File: src/rtl/count_pulse_gen.sv
// rtl/count_pulse_gen.sv - one-second prescaler plus arbitrated inc/dec pulse generator
// Feeds a downstream up/down counter one spaced pulse at a time.
module count_pulse_gen #(
    parameter int TICK_DIV   = 31_500_000,
    parameter int GAP_CYCLES = 1,
    parameter int BONUS_MAX  = 31
) (
    input  logic       clk,
    input  logic       reset,
    input  logic       run,
    input  logic       bonus_req,
    input  logic [3:0] bonus_amount,
    input  logic       penalty_req,
    input  logic       time_up,
    output logic       increment,
    output logic       decrement,
    output logic       sec_tick,
    output logic       busy,
    output logic       done
);

    localparam int PW = (TICK_DIV > 1) ? $clog2(TICK_DIV) : 1;
    localparam logic [PW-1:0] PRE_LAST = PW'(TICK_DIV - 1);
    localparam logic [2:0]    GAP_LAST = 3'(GAP_CYCLES - 1);
    localparam logic [5:0]    SAT_WIDE = 6'(BONUS_MAX);
    localparam logic [4:0]    SAT_CNT  = 5'(BONUS_MAX);

    typedef enum logic [1:0] {IDLE, PULSE, GAP, DONE} state_t;
    typedef enum logic [1:0] {K_TICK, K_PEN, K_BONUS} kind_t;

    state_t        state, state_n, launch_state;
    kind_t         kind, kind_n, launch_kind;
    logic [2:0]    gap_cnt, gap_n;
    logic [PW-1:0] prescaler;
    logic          tick_pend, pen_pend, pen_d;
    logic [4:0]    bonus_cnt;
    logic [5:0]    bonus_sum;
    logic          counting, tick_set, pen_rise, pending;
    logic          take_tick, take_pen, take_bonus;

    assign counting   = run && !done;
    assign tick_set   = counting && (prescaler == PRE_LAST);
    assign pen_rise   = penalty_req && !pen_d;
    assign pending    = tick_pend || pen_pend || (bonus_cnt != 5'd0);
    assign take_tick  = (state == PULSE) && (kind == K_TICK);
    assign take_pen   = (state == PULSE) && (kind == K_PEN);
    assign take_bonus = (state == PULSE) && (kind == K_BONUS);
    assign bonus_sum  = {1'b0, bonus_cnt} + {2'b00, bonus_amount} - {5'd0, take_bonus};
    assign busy       = ((state != IDLE) && (state != DONE)) || pending;

    // Prescaler only advances while playing, so pausing keeps the sub-second phase.
    always_ff @(posedge clk) begin
        if (reset) begin
            prescaler <= '0;
            sec_tick  <= 1'b0;
        end else begin
            sec_tick <= 1'b0;
            if (counting) begin
                if (prescaler == PRE_LAST) begin
                    prescaler <= '0;
                    sec_tick  <= 1'b1;
                end else begin
                    prescaler <= prescaler + 1'b1;
                end
            end
        end
    end

    always_ff @(posedge clk) begin
        if (reset) begin
            tick_pend <= 1'b0;
            pen_pend  <= 1'b0;
            pen_d     <= 1'b0;
            bonus_cnt <= 5'd0;
            done      <= 1'b0;
        end else begin
            pen_d <= penalty_req;
            if (time_up) begin
                tick_pend <= 1'b0;
                pen_pend  <= 1'b0;
                bonus_cnt <= 5'd0;
                done      <= 1'b1;
            end else begin
                if (tick_set)
                    tick_pend <= 1'b1;
                else if (take_tick)
                    tick_pend <= 1'b0;
                if (pen_rise && !done)
                    pen_pend <= 1'b1;
                else if (take_pen)
                    pen_pend <= 1'b0;
                // bonus_sum already folds in the increment consumed this cycle
                if (bonus_req && !done)
                    bonus_cnt <= (bonus_sum > SAT_WIDE) ? SAT_CNT : bonus_sum[4:0];
                else if (take_bonus)
                    bonus_cnt <= bonus_cnt - 5'd1;
            end
        end
    end

    always_comb begin
        launch_state = IDLE;
        launch_kind  = kind;
        if (done) begin
            launch_state = DONE;
        end else if (run && pending) begin
            launch_state = PULSE;
            if (tick_pend)
                launch_kind = K_TICK;
            else if (pen_pend)
                launch_kind = K_PEN;
            else
                launch_kind = K_BONUS;
        end
    end

    // The last GAP cycle makes the IDLE decision itself, giving a pulse/gap cadence.
    always_comb begin
        state_n   = state;
        kind_n    = kind;
        gap_n     = gap_cnt;
        increment = 1'b0;
        decrement = 1'b0;
        case (state)
            IDLE: begin
                state_n = launch_state;
                kind_n  = launch_kind;
            end
            PULSE: begin
                increment = (kind == K_BONUS);
                decrement = (kind != K_BONUS);
                state_n   = GAP;
                gap_n     = 3'd0;
            end
            GAP: begin
                if (gap_cnt == GAP_LAST) begin
                    state_n = launch_state;
                    kind_n  = launch_kind;
                end else begin
                    gap_n = gap_cnt + 3'd1;
                end
            end
            DONE:    state_n = DONE;
            default: state_n = IDLE;
        endcase
        if (time_up)
            state_n = DONE;
    end

    always_ff @(posedge clk) begin
        if (reset) begin
            state   <= IDLE;
            kind    <= K_TICK;
            gap_cnt <= 3'd0;
        end else begin
            state   <= state_n;
            kind    <= kind_n;
            gap_cnt <= gap_n;
        end
    end

endmodule

File: config.mk
export PLATFORM = sky130hd
export DESIGN_NAME = count_pulse_gen
export DESIGN_NICKNAME = d
export VERILOG_FILES = /design/src/rtl/count_pulse_gen.sv
export SDC_FILE = /design/constraint.sdc
export NUM_CORES = 1
export LEC_CHECK = 0
export BUFFER_PORTS_ARGS = -buffer_cell sky130_fd_sc_hd__buf_4
export CAP_MARGIN = 10
export CORE_UTILIZATION = 50
export CTS_CLUSTER_DIAMETER = 100
export DETAILED_ROUTE_END_ITERATION = 10
export GPL_TIMING_DRIVEN = 1
export PLACE_DENSITY_LB_ADDON = 0.05
export SETUP_SLACK_MARGIN = 0.2
export SYNTH_ARGS = -nofsm -noshare
export SYNTH_HDL_FRONTEND = slang
export SYNTH_SLANG_ARGS = --single-unit
File: constraint.sdc
create_clock -name clk -period 2.8 [get_ports clk]
set_input_delay 0.14 -clock clk [delete_from_list [all_inputs] [get_ports clk]]
set_output_delay 0.14 -clock clk [all_outputs]
set_load 0.005 [all_outputs]
==> metrics <==
top cells by count, synth=42 x dfxtp_1, 39 x nor2_1, 25 x inv_1; final period utilization=91.0%; Sequential cell area=842 µm²; row cnt=24; # hold bufs at CTS=0; Synth-to-Final Area Change=12.4%; total power=1.29 mW; wl on met1=2440 µm; CTS tree=yes; dominant cell type by area after synthesis=dfxtp_1; Post-Route WL=4610 µm; Clock power frac=36.8%; full die area=5080 µm²; max layer used=met4; Setup TNS=0 ns; TritonCTS Buffers=5; met3 WL=140 µm; Cell Pwr Density=480 nW/µm²; Max-cap violations=0; WP data required=3.00 ns; number of synthesized flops with an enable pin=0; wire length per cell=13.0 µm; first-pass GRT wire length=7890 µm; Via Count=1926; fill cell count=405; Max Freq=392 MHz; Hold Path Class=input port to flop; clk_lat worst skew=0.30 ns; Final nets=331; Starting Density=53.6%; status=finished, violations left; Main synth FF type=dfxtp_1; vias in the first global route=1746; ANT nets after route=0; asr flop ratio synth=0%; largest net degree at the start of global routing=23; grt ovf=0; cell total after placement=344; failing checks=DRC; multi-input logic area=1440 µm²; htree depth=2; CP Max Fanout=4; final non-filler cell total=355; Worst-path clk slew=0.08 ns; synth warn=0; Detail Route met2 WL=1990 µm; Syn Nets=311; Setup crit end kind=flop; Die X=71.2 µm; CP arrival=2.75 ns; max-slew violation count=0; First-pass DRT Iterations=7; initial antenna violation count=0; Max IR drop VDD=274 µV; top cells by area, synth=dfxtp_1 35%, ha_1 9.4%, xor2_1 6.2%, nor2_1 6.1%, xnor2_1 4.0%; Leak Pwr=1.10 nW; DR iter-0 viols=84; ANT cells=0; share of cells above drive strength 1=15.5%; Sw Pwr=327 µW; combinational share of power=15.0%; final setup violation count=0; all-layer global routing usage=19.8%; Root Buffer=clkbuf_8; count leader, synth=dfxtp_1; share of Yosys cell area claimed by the top area cell type=35.1%; clk buf depth=2; switch share=25.3%; synth unique cells=48; critical path class=flop to flop; Worst setup SP type=flop; IO Count=15; Seq pwr share=48.2%; core area=4470 µm²; IO Port Bufs=14; Die Span Y=71.2 µm; sequential area share after synthesis=35.1%; vias per cell=5.43; DRC viols=1; mapped cell area=2400 µm²; Slew @ Worst Pin=0.601 ns; RSZ-0062 raised after global routing=true; Clock Skew=0.00959 ns; dpl hpwl=3400 µm; Final Hold Fails=0; relative slew slack=59.7%; Mapped Cells=282; flops & latches, synth=42; R2R setup slack=0.25 ns; Avg Synthesized Cell Area=8.50 µm²; Final GP Congestion=0.753; clk sinks=42; fin crit period=2.55 ns; internal power=967 µW
-- logic make-up (layout without fill, tap and decap cells) --
group / count (synthesis) / in the layout / synth area share (%)
DFF: 42 / 42 / 35.1
and+or+nand+nor: 121 / 121 / 26.8
adders and majority gates: 19 / 19 / 10.2
AOI/OAI and AO/OA: 38 / 38 / 10.5
muxes: 3 / 3 / 1.25
buffers and inverters: 31 / 52 / 5.85
xor gates and xnor gates: 28 / 28 / 10.2
-- stage by stage --
stage,worst slack [ns],area (µm²),hold slack (ns),util (%)
global route,0.150,2700,0.0859,60.2
detailed placement,0.160,2540,0.380,56.7
CTS,0.202,2660,0.0687,59.4
global placement,0.197,2540,0.360,56.7
floorplan,0.241,2400,0.256,-
finish,0.252,2700,0.0699,60.2
-- repair_timing --
| item | 4_1_cts | 5_1_grt |
|---|---|---|
| setup buffers | 1 | 2 |
| gates cloned | 0 | 0 |
| setup endpoints to repair | 3 | 5 |
| pin swaps | 0 | 1 |
| endpoints found under the hold margin | 0 | 0 |
| gates resized for setup | 1 | 5 |
-- per-layer routing --
layer / vias up / global-route usage (%)
met1: 892 / 28.4
met3: 5 / 4.36
met2: 27 / 29.6
met4: 0 / 6.00
met5: - / 0
li1: 1002 / -
-- power by group through the flow --
stage | registers, mW | clock network [mW] | logic, mW
after floorplan | 0.633 | 0 | 0.139
after global placement | 0.638 | 0 | 0.184
after detailed placement | 0.638 | 0 | 0.184
after CTS | 0.624 | 0.488 | 0.186
after global routing | 0.626 | 0.515 | 0.218
final | 0.624 | 0.476 | 0.194
-- final timing paths --
path | endpoint | startpoint | cells after the start
worst min register to register | gap_cnt[0] | gap_cnt[0] | 2
worst max register to register | bonus_cnt[4] | state[1] | 13
worst min-delay path | pen_d | penalty_req | 2
worst max-delay path | bonus_cnt[4] | state[1] | 13
-- cell type report --
cell class                 count  area share, %
sequential                    42           31.2
timing repair buffer          19           5.29
multi-input combinational    209           53.5
clock buffer                   6           2.69
tap                           52           2.41
inverter                      25           3.48
clock inverter                 2           1.39
-- critical path, stage by stage, from the launching register on --
cell and delay, ns:
dfxtp_2 0.35, inv_1 0.06, ha_1 0.19, nand3b_1 0.15, inv_2 0.05, ha_1 0.28, inv_1 0.04, ha_2 0.19
fa_2 0.40, a21o_1 0.18, nand2_2 0.09, mux2i_1 0.07, and3_1 0.19, nor4_1 0.22
-- state kept, by name, summed over array words and instances (netlist names), 2 cells and up --
register and count:
prescaler 25, kind 2, state 2, gap_cnt 3, bonus_cnt 5
-- placed cells by master, fill, tap and decap left out, drive strengths merged, types with 3 or more instances in the layout --
cell type  synthesis  layout
nand2b             3       3
or2                4       4
nor4               3       3
a21oi              9       9
mux2i              3       3
nand3b             4       4
a31oi              4       4
nor3              10      10
nor2              40      40
a221oi             4       4
xor2              17      17
nor3b              3       3
nand2             20      20
and3               5       5
o21ai              9       9
xnor2             11      11
nand3             10      10
buf                3      19
inv               25      25
a21o               3       3
clkbuf             3       6
ha                18      18
dfxtp             42      42
nand4              7       7
(Power assumes the default switching activity.)
